`src/rtl/exe_mem_pipe_reg.sv`:
```
// EXE->MEM pipeline register with valid/ready handshake, flush, bubble masking and a saturating stall counter.
// Optional 2-entry skid buffer (registered in_ready) is enabled by defining PIPE_SKID_EN.
module exe_mem_pipe_reg #(
  parameter int DATA_W = 32,
  parameter int REG_W  = 5,
  parameter int WB_W   = 2,
  parameter int MEM_W  = 2,
  parameter int CNT_W  = 16
) (
  input  logic              clk,
  input  logic              rst,
  input  logic              flush,
  input  logic              in_valid,
  output logic              in_ready,
  input  logic [WB_W-1:0]   wb_in,
  input  logic [MEM_W-1:0]  mem_in,
  input  logic [DATA_W-1:0] alu_res_in,
  input  logic [DATA_W-1:0] rt_in,
  input  logic [REG_W-1:0]  reg_dest_in,
  output logic              out_valid,
  input  logic              out_ready,
  output logic [WB_W-1:0]   wb_out,
  output logic [MEM_W-1:0]  mem_out,
  output logic [DATA_W-1:0] alu_res_out,
  output logic [DATA_W-1:0] rt_out,
  output logic [REG_W-1:0]  reg_dest_out,
  output logic [CNT_W-1:0]  stall_cnt
);

  typedef struct packed {
    logic [WB_W-1:0]   wb;
    logic [MEM_W-1:0]  mem;
    logic [DATA_W-1:0] alu_res;
    logic [DATA_W-1:0] rt;
    logic [REG_W-1:0]  reg_dest;
  } payload_t;

  payload_t   in_pl;
  payload_t   main_pl;
  logic       main_valid;
  logic       accept;
  logic       emit;

  assign in_pl  = {wb_in, mem_in, alu_res_in, rt_in, reg_dest_in};
  assign accept = in_valid && in_ready;
  assign emit   = main_valid && out_ready;

`ifdef PIPE_SKID_EN
  payload_t skid_pl;
  logic     skid_valid;

  // Registered ready: out_ready never reaches in_ready combinationally.
  assign in_ready = !skid_valid;

  // NOTE: state registers use non-blocking assignments so every flop samples pre-edge values.
  always_ff @(posedge clk) begin
    if (rst) begin
      main_valid <= 1'b0;
      main_pl    <= '0;
      skid_valid <= 1'b0;
      skid_pl    <= '0;
    end else if (flush) begin
      main_valid  <= 1'b0;
      skid_valid  <= 1'b0;
      main_pl.wb  <= '0;
      main_pl.mem <= '0;
      skid_pl.wb  <= '0;
      skid_pl.mem <= '0;
    end else if (emit) begin
      if (skid_valid) begin
        main_pl    <= skid_pl;
        skid_valid <= 1'b0;
      end else if (accept) begin
        main_pl    <= in_pl;
      end else begin
        main_valid <= 1'b0;
      end
    end else if (accept) begin
      if (main_valid) begin
        skid_pl    <= in_pl;
        skid_valid <= 1'b1;
      end else begin
        main_pl    <= in_pl;
        main_valid <= 1'b1;
      end
    end
  end
`else
  assign in_ready = !main_valid || out_ready;

  // NOTE: state registers use non-blocking assignments so every flop samples pre-edge values.
  always_ff @(posedge clk) begin
    if (rst) begin
      main_valid <= 1'b0;
      main_pl    <= '0;
    end else if (flush) begin
      main_valid  <= 1'b0;
      main_pl.wb  <= '0;
      main_pl.mem <= '0;
    end else if (accept) begin
      main_pl    <= in_pl;
      main_valid <= 1'b1;
    end else if (emit) begin
      main_valid <= 1'b0;
    end
  end
`endif

  // Counts stalled cycles regardless of flush; only rst clears it.
  always_ff @(posedge clk) begin
    if (rst) begin
      stall_cnt <= '0;
    end else if (main_valid && !out_ready && (stall_cnt != '1)) begin
      stall_cnt <= stall_cnt + 1'b1;
    end
  end

  assign out_valid    = main_valid;
  assign wb_out       = main_pl.wb  & {WB_W{main_valid}};
  assign mem_out      = main_pl.mem & {MEM_W{main_valid}};
  assign alu_res_out  = main_pl.alu_res;
  assign rt_out       = main_pl.rt;
  assign reg_dest_out = main_pl.reg_dest;

endmodule

```
`config.mk`:
```
export PLATFORM = sky130hd
export DESIGN_NAME = exe_mem_pipe_reg
export DESIGN_NICKNAME = d
export VERILOG_FILES = /design/src/rtl/exe_mem_pipe_reg.sv
export SDC_FILE = /design/constraint.sdc
export NUM_CORES = 1
export LEC_CHECK = 0
export CAP_MARGIN = 15
export CORE_UTILIZATION = 30
export DETAILED_ROUTE_END_ITERATION = 10
export PLACE_DENSITY_LB_ADDON = 0.08
export RECOVER_POWER = 50
export SYNTH_ARGS = -nofsm -noshare
export SYNTH_HDL_FRONTEND = slang
export SYNTH_SLANG_ARGS = --single-unit
```
`constraint.sdc`:
```
create_clock -name clk -period 5.1 [get_ports clk]
set_input_delay 1.02 -clock clk [delete_from_list [all_inputs] [get_ports clk]]
set_output_delay 1.02 -clock clk [all_outputs]
set_load 0.01 [all_outputs]
```
# Word-level counts from Yosys, hierarchy flattened
# Index checks and enable logic that the tools add are counted.
[totals]
ff_bits = 90
in_bits = 78
wordCells = 24
[op_classes]
addsub = 1
n_eq_ne = 1
muxes = 2
n_bitwise = 3
n_reduce_logical = 10
[ops]
columns = ["op", "n"]
rows = [
  ["$add 16x1->16 const B", 1],
  ["$ne 16x16->1 const B", 1],
  ["$and 2x2->2", 2],
  ["$logic_and 1x1->1", 4],
  ["$logic_not 1->1", 2],
  ["$mux 1", 2],
  ["$reduce_and 2->1", 1],
  ["$reduce_bool 2->1", 1],
  ["$reduce_or 2->1", 1],
  ["$logic_or 1x1->1", 1],
  ["$not 1->1", 1],
]

# Logic depth before layout (Yosys ltp)
[depth]
depth_word = 4
mapped_depth = 7
ltp_nobuf = 5

# Worst setup path after synthesis
# No wires, ideal clock.
[synth_path]
path_type = "input to output"
from = "input port out_ready"
to = "output port in_ready"
t_arrival_ns = 1.326
t_required_ns = 4.080
slack_ns = 2.754
stages = 2
n_path_buf = 0
cell_sequence = "nor2b_1 -> inv_1"
[synth_via]
elab_chain_len = 1
[synth_lines]
columns = ["element", "line", "rtl"]
rows = [
  ["from (decl)", "21", "input logic out_ready,"],
  ["$logic_or 1x1->1", "89", "assign in_ready = !main_valid || out_ready;"],
  ["to (decl)", "14", "output logic in_ready,"],
]
# No other way between the ends.

# Worst setup path after layout
# Ends and elaborated chain as after synthesis.

==> out/metrics.yaml <==
global_route:
  grt_overflow_total: 0
  grt_pass1_wl_mm: 15.57
  antenna_found_initial: 0
  grt_max_degree: 55
  track_usage_pct: 14.96
  grt_pass1_vias: 3144
die:
  die_area_um2: 13490
  core_um2: 12670
  initial_utilization_pct: 30.84
  pin_count: 169
  chipWidth_um: 116.1
  die_y_um: 116.1
  placementRows: 41
timing:
  finalClockSkew_ns: 0.003283
  hold_viol_final: 0
  worst_pin_slew_ns: 1.036
  fmax_mhz: 282.0
  timing.final.crit_share_pct: 69.52
  setup-violations-final: 0
  min_period_ns: 3.546
  setup_slack_ns: 1.554
  max-slew-margin-rel_pct: 30.96
  tns_ns: 0
  rsz0062_at_grt: "no"
  maxSlewViolCount: 0
worst_setup_path:
  cp_max_fo: 6
  cp-start-kind: "primary input"
  r2r_slack_ns: 2.84
  crit_end: "in_ready"
  crit_required_ns: 4.08
  reg2reg_to: "rt_out[21]$_SDFFE_PP0P_"
  r2r_start: "out_valid$_SDFFE_PP0P_"
  path_class: "primary input to primary output"
  reg2reg_depth: 5
  critPathCaptureType: "primary output"
  cp_data_arrival_time_ns: 2.53
  setup.worst_path.start: "out_ready"
power:
  p_sw_share_pct: 21.62
  p_int_w: 0.001339
  p_leak_nw: 2.180
  pwr-share-seq_pct: 43.5
  combPwrFrac_pct: 10.9
  power_frac_clock_pct: 45.7
  ir_drop_mv: 0.2091
  finalPower_w: 0.001709
  power_switching_w: 0.0003694
  power_density_nw_per_um2: 306.2
layout:
  final_nets: 660
  fin_cells: 758
  diodes: 0
  final_layout_size_suffix_gt1_share_pct: 4.949
  final_common_cell: "nand2_1"
  layout_common_cells: "nand2_1, clkdlybuf4s50_1, dfxtp_1, a21oi_1, dlygate4sd3_1"
  area_growth_pct: 42.81
cts:
  h-tree-depth: 3
  cts_root_buf: "clkbuf_16"
  cts_tree: "built"
  path_clk_slew_ns: 0.06
  post_cts_buffers: 0
  post_cts_resized: 0
  ctsHoldBuffers: 0
  cts_buffer_depth: 2
  cts_made_buffers: 9
  cts.sinks: 90
  clk_latency_ns: 0.34
synth:
  synth-edff-count: 0
  yosysUniqueCellTypes: 31
  ys_seq_elements: 90
  synth_top_area_cell: "dfxtp_1"
  synth_nets: 570
  netlist_instances: 491
  synth_area_leaders: "dfxtp_1, nand2_1, buf_4"
  synth_area_per_cell_um2: 7.958
  synth_ff_type: "dfxtp_1"
  netlist_area_um2: 3907
  yosysSeqAreaShare_pct: 46.11
  synthArstFlopShare_pct: 0
  synth_top_area_share_pct: 46.11
  yosys_warnings: 0
place:
  portBuffers: 168
  dp_slack_ns: 1.684
  gp_congestion: 0.7573
  hpwl_mm: 6.740
  place_inst: 741
status:
  outcome: "finished clean"
drt:
  via_per_inst: 4.508
  via_count: 3417
  drtIter0Drc: 182
  antenna_left: 0
  drc: 0
  wl_per_cell_um: 13.04
  dr.pass1.iters: 4
  routed_wl_mm: 9.882
worst_hold_path:
  hp-class: "register to register"
run:
  maxCapViolCount: 0
-- routing by layer --
metal | part of all wire (%) | GRT usage, % | vias up
li1 | - | - | 1740
met1 | 45 | 18.75 | 1553
met2 | 45 | 23.17 | 111
met3 | 8.8 | 5.916 | 13
met4 | 1.3 | 5.556 | 0
met5 | 0 | 0 | -
-- stage by stage --
stage	hold WS, ns	area (um^2)	utilization (%)
finish	0.4491	5580	44.04
global placement	0.4418	5223	41.22
detailed placement	0.4464	5223	41.22
CTS	0.4556	5575	44.00
floorplan	0.4367	3908	-
global route	0.4657	5580	44.04
-- power by group through the flow --
stage	clock network (W)	logic, W	registers [W]
after detailed placement	0	0.000198	0.000760
after CTS	0.000808	0.000199	0.000744
final	0.000780	0.000186	0.000742
after global placement	0	0.000197	0.000758
after global routing	0.000831	0.000206	0.000746
after floorplan	0	0.000106	0.000756
-- synthesized netlist by cell type, drive strengths merged, types with 3 or more instances --
cell,count
nand2,146
dfxtp,90
a21oi,79
buf,73
clkbuf,22
nor3,11
or3,7
nor2,6
o21ai,6
mux2i,5
a211oi,4
and2,4
inv,4
nand3,4
nand4,4
nor2b,4
or4,4
a31oi,3
-- registers in the layout (all words and copies together), names as in the netlist --
signal and cells:
rt_out 32, stall_cnt 16, reg_dest_out 5, out_valid 1, alu_res_out 32, main_pl 4
-- final cells by class --
class	count	area [um^2]
Clock buffer	11	252.7
Timing Repair Buffer	174	1719
Inverter	4	15.01
Fill cell	1291	7091
Tap cell	172	215.2
Sequential cell	90	1802
Multi-Input combinational cell	302	1476
Clock inverter	5	100.1
-- worst max-delay path: stages --
cell	delay [ns]
dlygate4sd3_1	0.58
nor2b_1	0.27
inv_1	0.16
clkdlybuf4s50_1	0.50
-- worst min-delay path by stage --
stage	slack [ns]	cells past startpoint	endpoint	start
after floorplan	0.44	2	alu_res_out[0]$_SDFFE_PP0P_	alu_res_out[0]$_SDFFE_PP0P_
after global routing	0.47	2	alu_res_out[1]$_SDFFE_PP0P_	alu_res_out[1]$_SDFFE_PP0P_
after global placement	0.44	2	alu_res_out[6]$_SDFFE_PP0P_	alu_res_out[6]$_SDFFE_PP0P_
final	0.45	2	alu_res_out[24]$_SDFFE_PP0P_	alu_res_out[24]$_SDFFE_PP0P_
after detailed placement	0.45	2	rt_out[31]$_SDFFE_PP0P_	rt_out[31]$_SDFFE_PP0P_
after CTS	0.46	2	rt_out[31]$_SDFFE_PP0P_	rt_out[31]$_SDFFE_PP0P_
-- cells by family after synthesis --
logic type / Yosys count / share of synthesized area (%)
AOI/OAI and AO/OA: 96 / 12.94
adders and majority gates: 1 / 0.3202
buffers and inverters: 99 / 16.27
DFF: 90 / 46.11
muxes: 7 / 1.857
and+or+nand+nor: 198 / 22.51
No activity file was read; power rests on OpenSTA's default activity.
